## config.mk

```make
export PLATFORM = sky130hd
export DESIGN_NAME = fifo_wr_arbiter_flat
export DESIGN_NICKNAME = d
export VERILOG_FILES = /design/src/rtl/fifo_wr_arbiter_pkg.sv /design/src/rtl/fifo_wr_arbiter_if.sv /design/src/rtl/fifo_wr_arbiter_rr.sv /design/src/rtl/fifo_wr_arbiter.sv /design/src/flat_wrapper.sv
export SDC_FILE = /design/constraint.sdc
export NUM_CORES = 1
export LEC_CHECK = 0
export CORE_MARGIN = 3
export CORE_UTILIZATION = 55
export CTS_CLUSTER_DIAMETER = 120
export DETAILED_ROUTE_END_ITERATION = 12
export DONT_BUFFER_PORTS = 1
export GPL_ROUTABILITY_DRIVEN = 0
export HOLD_SLACK_MARGIN = 0.12
export MAX_ROUTING_LAYER = met4
export PLACE_DENSITY = 0.7
export SYNTH_ARGS = -nofsm -noshare
export SYNTH_HDL_FRONTEND = slang
export SYNTH_SLANG_ARGS = --single-unit
```

## constraint.sdc

```tcl
create_clock -name wclk -period 2.3 [get_ports wclk]
set_clock_uncertainty 0.15 [all_clocks]
set_input_delay 0.46 -clock wclk [delete_from_list [all_inputs] [get_ports wclk]]
set_output_delay 0.46 -clock wclk [all_outputs]
set_load 0.02 [all_outputs]
```

## src/rtl/fifo_wr_arbiter_pkg.sv

```systemverilog
// Shared types and helpers for the FIFO write-side arbiter.
// rr_pick is reused by the read-side scheduler.
package fifo_arb_pkg;

  typedef enum logic {ARB_IDLE, ARB_BURST} arb_state_t;

  localparam int STALL_W = 16;
  localparam int RR_MAXN = 8;
  localparam int RR_IW   = 3;

  // First valid index after last, wrapping modulo n; last if none valid.
  function automatic int rr_pick(
    input logic [RR_MAXN-1:0] valid,
    input int                 last,
    input int                 n
  );
    int pick;
    int idx;
    pick = last;
    for (int k = RR_MAXN; k >= 1; k--) begin
      idx = (last + k) % n;
      if (k <= n && valid[idx[RR_IW-1:0]]) begin
        pick = idx;
      end
    end
    return pick;
  endfunction

endpackage

```

## src/rtl/fifo_wr_arbiter_if.sv

```systemverilog
// Requester bundle plus FIFO write port.
// master = arbiter side, slave = producers/FIFO side.
interface fifo_wr_arbiter_if #(
  parameter int NREQ  = 4,
  parameter int DSIZE = 8
);
  logic [NREQ-1:0]       req_valid;
  logic [NREQ*DSIZE-1:0] req_data;
  logic [NREQ-1:0]       req_last;
  logic [NREQ-1:0]       req_ready;
  logic                  winc;
  logic [DSIZE-1:0]      wdata;
  logic                  wfull;

  modport master (
    input  req_valid, req_data, req_last, wfull,
    output req_ready, winc, wdata
  );

  modport slave (
    output req_valid, req_data, req_last, wfull,
    input  req_ready, winc, wdata
  );
endinterface

```

## src/rtl/fifo_wr_arbiter_rr.sv

```systemverilog
// Combinational round-robin picker.
// Scans last+1, last+2, ... modulo N.
module rr_arbiter
  import fifo_arb_pkg::*;
#(
  parameter int N = 4
) (
  input  logic [N-1:0]         i_valid,
  input  logic [$clog2(N)-1:0] i_last,
  output logic [$clog2(N)-1:0] o_pick,
  output logic                 o_any
);
  localparam int IW = $clog2(N);

  assign o_pick = IW'(rr_pick(RR_MAXN'(i_valid), int'(i_last), N));
  assign o_any  = |i_valid;

endmodule

```

## src/rtl/fifo_wr_arbiter.sv

```systemverilog
// Round-robin burst arbiter sharing one FIFO write port
// among NREQ requesters, honouring wfull back-pressure.
module fifo_wr_arbiter
  import fifo_arb_pkg::*;
#(
  parameter int NREQ      = 4,
  parameter int DSIZE     = 8,
  parameter int MAX_BURST = 4
) (
  input  logic                    wclk,
  input  logic                    wrst,
  fifo_wr_arbiter_if.master       bus,
  output logic [$clog2(NREQ)-1:0] grant_id,
  output logic                    busy,
  output logic [STALL_W-1:0]      stall_cnt
);
  localparam int GW = $clog2(NREQ);
  localparam int BW = $clog2(MAX_BURST) + 1;
  localparam logic [BW-1:0] BEAT_END = BW'(MAX_BURST - 1);

  arb_state_t         r_state, w_nstate;
  logic [GW-1:0]      r_gnt, w_ngnt;
  logic [GW-1:0]      r_last, w_nlast;
  logic [GW-1:0]      w_pick;
  logic [BW-1:0]      r_beat, w_nbeat;
  logic [STALL_W-1:0] r_stall, w_nstall;
  logic               w_any;
  logic               w_vld;
  logic               w_xfer;
  logic               w_end;
  logic [DSIZE-1:0]   w_data [NREQ];

  rr_arbiter #(.N(NREQ)) u_rr (
    .i_valid (bus.req_valid),
    .i_last  (r_last),
    .o_pick  (w_pick),
    .o_any   (w_any)
  );

  always_comb begin
    for (int i = 0; i < NREQ; i++) begin
      w_data[i] = bus.req_data[i*DSIZE +: DSIZE];
    end
  end

  assign w_vld  = bus.req_valid[r_gnt];
  assign w_xfer = (r_state == ARB_BURST) && w_vld && !bus.wfull;
  assign w_end  = bus.req_last[r_gnt] || (r_beat == BEAT_END);

  always_ff @(posedge wclk or posedge wrst) begin
    if (wrst) begin
      r_state <= ARB_IDLE;
      r_gnt   <= '0;
      r_last  <= GW'(NREQ - 1);
      r_beat  <= '0;
      r_stall <= '0;
    end else begin
      r_state <= w_nstate;
      r_gnt   <= w_ngnt;
      r_last  <= w_nlast;
      r_beat  <= w_nbeat;
      r_stall <= w_nstall;
    end
  end

  always_comb begin
    w_nstate      = r_state;
    w_ngnt        = r_gnt;
    w_nlast       = r_last;
    w_nbeat       = r_beat;
    w_nstall      = r_stall;
    bus.winc      = 1'b0;
    bus.req_ready = '0;
    bus.wdata     = '0;
    busy          = 1'b0;
    unique case (r_state)
      ARB_IDLE: begin
        if (w_any) begin
          w_nstate = ARB_BURST;
          w_ngnt   = w_pick;
          w_nlast  = w_pick;
          w_nbeat  = '0;
        end
      end
      ARB_BURST: begin
        busy                 = 1'b1;
        bus.winc             = w_xfer;
        bus.req_ready[r_gnt] = w_xfer;
        bus.wdata            = w_data[r_gnt];
        // Only blocked beats count; an idle requester is not a stall.
        if (w_vld && bus.wfull && (r_stall != '1)) begin
          w_nstall = r_stall + STALL_W'(1);
        end
        if (w_xfer) begin
          w_nbeat = r_beat + BW'(1);
          if (w_end) begin
            w_nstate = ARB_IDLE;
          end
        end
      end
      default: w_nstate = ARB_IDLE;
    endcase
  end

  assign grant_id  = r_gnt;
  assign stall_cnt = r_stall;

endmodule

```

## src/flat_wrapper.sv

```systemverilog
// flat-port wrapper written by rule: the top's interface ports become plain ports
module fifo_wr_arbiter_flat import fifo_arb_pkg::*;
#(
  parameter int NREQ      = 4,
  parameter int DSIZE     = 8,
  parameter int MAX_BURST = 4
)
  (wclk, wrst, grant_id, busy, stall_cnt, bus_req_valid, bus_req_data, bus_req_last, bus_wfull, bus_req_ready, bus_winc, bus_wdata);
  fifo_wr_arbiter_if #(.NREQ(NREQ), .DSIZE(DSIZE)) bus_i ();
  input  logic wclk;
  input  logic wrst;
  output logic [$clog2(NREQ)-1:0] grant_id;
  output logic busy;
  output logic [STALL_W-1:0] stall_cnt;
  input wire logic [$bits(bus_i.req_valid)-1:0] bus_req_valid;
  input wire logic [$bits(bus_i.req_data)-1:0] bus_req_data;
  input wire logic [$bits(bus_i.req_last)-1:0] bus_req_last;
  input wire logic [$bits(bus_i.wfull)-1:0] bus_wfull;
  output wire logic [$bits(bus_i.req_ready)-1:0] bus_req_ready;
  output wire logic [$bits(bus_i.winc)-1:0] bus_winc;
  output wire logic [$bits(bus_i.wdata)-1:0] bus_wdata;
  assign bus_i.req_valid = bus_req_valid;
  assign bus_i.req_data = bus_req_data;
  assign bus_i.req_last = bus_req_last;
  assign bus_i.wfull = bus_wfull;
  assign bus_req_ready = bus_i.req_ready;
  assign bus_winc = bus_i.winc;
  assign bus_wdata = bus_i.wdata;
  fifo_wr_arbiter #(.NREQ(NREQ), .DSIZE(DSIZE), .MAX_BURST(MAX_BURST)) u_core (.wclk(wclk), .wrst(wrst), .bus(bus_i), .grant_id(grant_id), .busy(busy), .stall_cnt(stall_cnt));
endmodule
```

==> results by group <==
Timing
  – Fmax: 0.4231 GHz
  – Period utilization: 102.8%
  – Worst Hold Slack: 0.1914 ns
  – Pins Over Slew Limit: 0
  – Measured slew at the worst slew-check pin: 0.6964 ns
  – Unrepaired setup endpoints after global routing: true
  – Rel. slew slack: between 50% and 60%
  – Final WS setup: -0.06330 ns
  – Hold Vio Cnt, Final: 0
  – Final setup fails: 12
  – Final min period: 2.363 ns

Global route
  – Grt ovf: 0
  – Antenna violations before repair: 0
  – Largest net degree at the start of global routing: 25
  – Vias in the first global route: 1,277
  – Total GRT Usage: 19.59%
  – First-pass GRT wire length: 5.223 mm

Setup path
  – R2r worst-path depth: 5
  – Crit start category: flip-flop
  – Reg2reg end: u_core.stall_cnt[1]
  – Critical path class: reg -> out
  – Crit. End Element: output port
  – R2R setup slack: 0.20 ns
  – Crit-path max FO: 3
  – Worst Path Arrival: 1.75 ns
  – Worst path required time: between 1.5 and 2 ns
  – Reg2Reg Launch Point: u_core.grant_id[0]

Routing
  – Final WL: 3.441 mm
  – Via/cell ratio: about 6.0
  – WL/cell: ~17 um
  – Drt pass-1 iters: 4
  – DR vias: 1,197
  – DR DRC count: 0
  – DRT iter0 DRCs: 92
  – Antenna-violating nets left: 0

Floorplan
  – Core area: 0.002613 sq mm
  – DIE WIDTH: 59.67 um
  – I/O pin cnt: 75
  – Full die area: approximately 0.0036 sq mm
  – Initial Util: 60.63%
  – Row cnt: 18
  – Overall die height: 59.67 um

Yosys
  – Post-synthesis cell type count: 37
  – Top_reg_cell synth: dfrtp_1
  – Mean Syn Cell Area: 10.70 sq um
  – Syn Inst Count: 148
  – Post-synth EDFFs: 0
  – Post-synthesis sequential area ratio: 38.07%
  – Synthesized area: between 0.0015 and 0.002 sq mm
  – Synth async-reset ratio: 100.0%
  – Syn_nets: roughly 190
  – Seq cells post-synth: 24
  – Yosys warns: 0

Hold path
  – Worst Hold Depth: 2
  – Hold Crit Start: bus_req_valid[0]
  – Class of the worst hold path: in -> reg
  – Hold worst-path end: u_core.r_last[0]

Cells and area
  – Nets: 215
  – Area delta synth->final: 15.09%
  – Fillers: roughly 200
  – Share of layout cells above drive strength 1: 30.95%
  – Antenna diodes: 0
  – Most frequent cells in the layout: buf_4 (22), dfrtp_1 (22), xor2_1 (12), mux4_2 (10), inv_1 (10)
  – Final Non-Filler Cells: 198
  – Design area: 0.001823 sq mm

Placed design
  – Placed wire-length estimate: 2.700 mm
  – Port buffer count: 0
  – Inst Count DP: 190
  – Cell Area, Placed: 0.001729 sq mm
  – Pre-CTS setup slack: 0.1835 ns

Pwr
  – P per Cell Area: between 1000 and 1500 mW/mm^2
  – Pleak: 0.8444 nW
  – VDD IR max: 0.9908 mV

Job
  – Max_cap viols: 0

Clock network
  – Worst-path clk slew: 0.14 ns
  – CTS max path bufs: 2
  – Cts bufs inserted: 3
  – Clock Root Buffer: clkbuf_4
  – H-tree depth: 1
  – Clock latency on the worst-skew pair: 0.32 ns
  – CTS tree: done
  – Sink Count: 24

Run status
  – Failing checks: setup timing
  – Status: finished, violations left
==> registers in the layout, indices dropped and copies added (netlist names) <==
name and cells:
u_core.grant_id 2, u_core.r_beat 3, u_core.r_last 2, u_core.r_state 1, u_core.stall_cnt 16
==> how the worst max path moves through the flow <==
stage	startpoint	end	slack, ns	depth (start not counted)
after global placement	bus_req_valid[3]	bus_req_ready[3]	0.20	4
after floorplan	u_core.grant_id[0]	bus_req_ready[0]	0.02	5
final	u_core.grant_id[0]	bus_req_ready[3]	-0.06	4
after global routing	u_core.grant_id[0]	bus_wdata[0]	-0.15	3
after CTS	u_core.grant_id[0]	bus_wdata[0]	-0.07	3
after detailed placement	bus_req_valid[3]	bus_req_ready[3]	0.18	4
==> cells in the mapped netlist (2+ instances only) <==
cell / number / area share, %
nor3_2: 4 / 2.5
nor3_1: 5 / 1.6
o21ai_0: 6 / 1.9
dfstp_2: 2 / 3.3
inv_1: 10 / 2.4
dfrtp_1: 22 / 35
a21oi_1: 6 / 1.9
ha_1: 3 / 2.4
nand4_1: 3 / 1.2
nand3_1: 8 / 2.5
a21o_1: 3 / 1.4
xor2_1: 12 / 6.6
nand2b_1: 2 / 0.79
nor3b_1: 3 / 1.4
and2_1: 9 / 3.6
mux4_2: 10 / 14
nor2_1: 6 / 1.4
xnor2_1: 3 / 1.7
nand2_1: 7 / 1.7
and4_1: 2 / 1.1
clkbuf_1: 5 / 1.2
buf_2: 2 / 0.63
==> where the power goes <==
group	total, mW	switching (mW)	internal (mW)
registers	0.677	0.135	0.543
logic	1.12	0.619	0.498
clock network	0.303	0.126	0.176
==> metal layers <==
| layer | routed length [um] | part of all wire [%] | GRT usage [%] |
|---|---|---|---|
| met5 | 0 | 0 | - |
| met4 | 29 | 0.84 | 5.696 |
| met3 | 381 | 11 | 3.240 |
| met2 | 1770 | 51 | 36.42 |
| met1 | 1260 | 37 | 21.05 |
==> logic make-up after synthesis <==
group / count (synthesis) / share of synthesized area [%]
muxes: 11 / 15.17
DFF: 24 / 38.07
AOI/OAI and AO/OA: 21 / 9.006
xor gates and xnor gates: 15 / 8.294
adders and majority gates: 3 / 2.370
and+or+nand+nor: 55 / 20.93
buffers and inverters: 19 / 6.162
==> layout make-up <==
cell class                      instances  area, sq um  area share, %
Multi-Input combinational cell        105        894.6          49.07
Sequential cell                        24        603.1          33.08
Timing Repair Buffer                   25        197.7          10.84
Inverter                               10        37.54          2.059
Tap cell                               30        37.54          2.059
Clock inverter                          1        30.03          1.647
Clock buffer                            3        22.52          1.235
==> what timing repair did <==
action	CTS	global route
endpoints found under the setup margin	13	13
resized for setup	1	2
buffers inserted	1	2
hold endpoints to repair	22	0
hold buffers	1	0
pin swaps	1	1
==> metrics by stage <==
| step | power [mW] | util [%] | setup TNS (ns) |
|---|---|---|---|
| after floorplan | 1.557 | - | 0 |
| after global placement | 1.738 | 66.19 | 0 |
| after detailed placement | 1.764 | 66.19 | 0 |
| after CTS | 2.080 | 69.01 | -0.6248 |
| after global routing | 2.239 | 69.78 | -1.684 |
| final | 2.097 | 69.78 | -0.6211 |
==> worst max-delay path: stages (launching register included) <==
cell,delay [ns]
dfrtp_1,0.41
mux4_2,0.54
nand3b_1,0.14
inv_1,0.08
and3_2,0.26
Power figures use the tool's default switching activity.
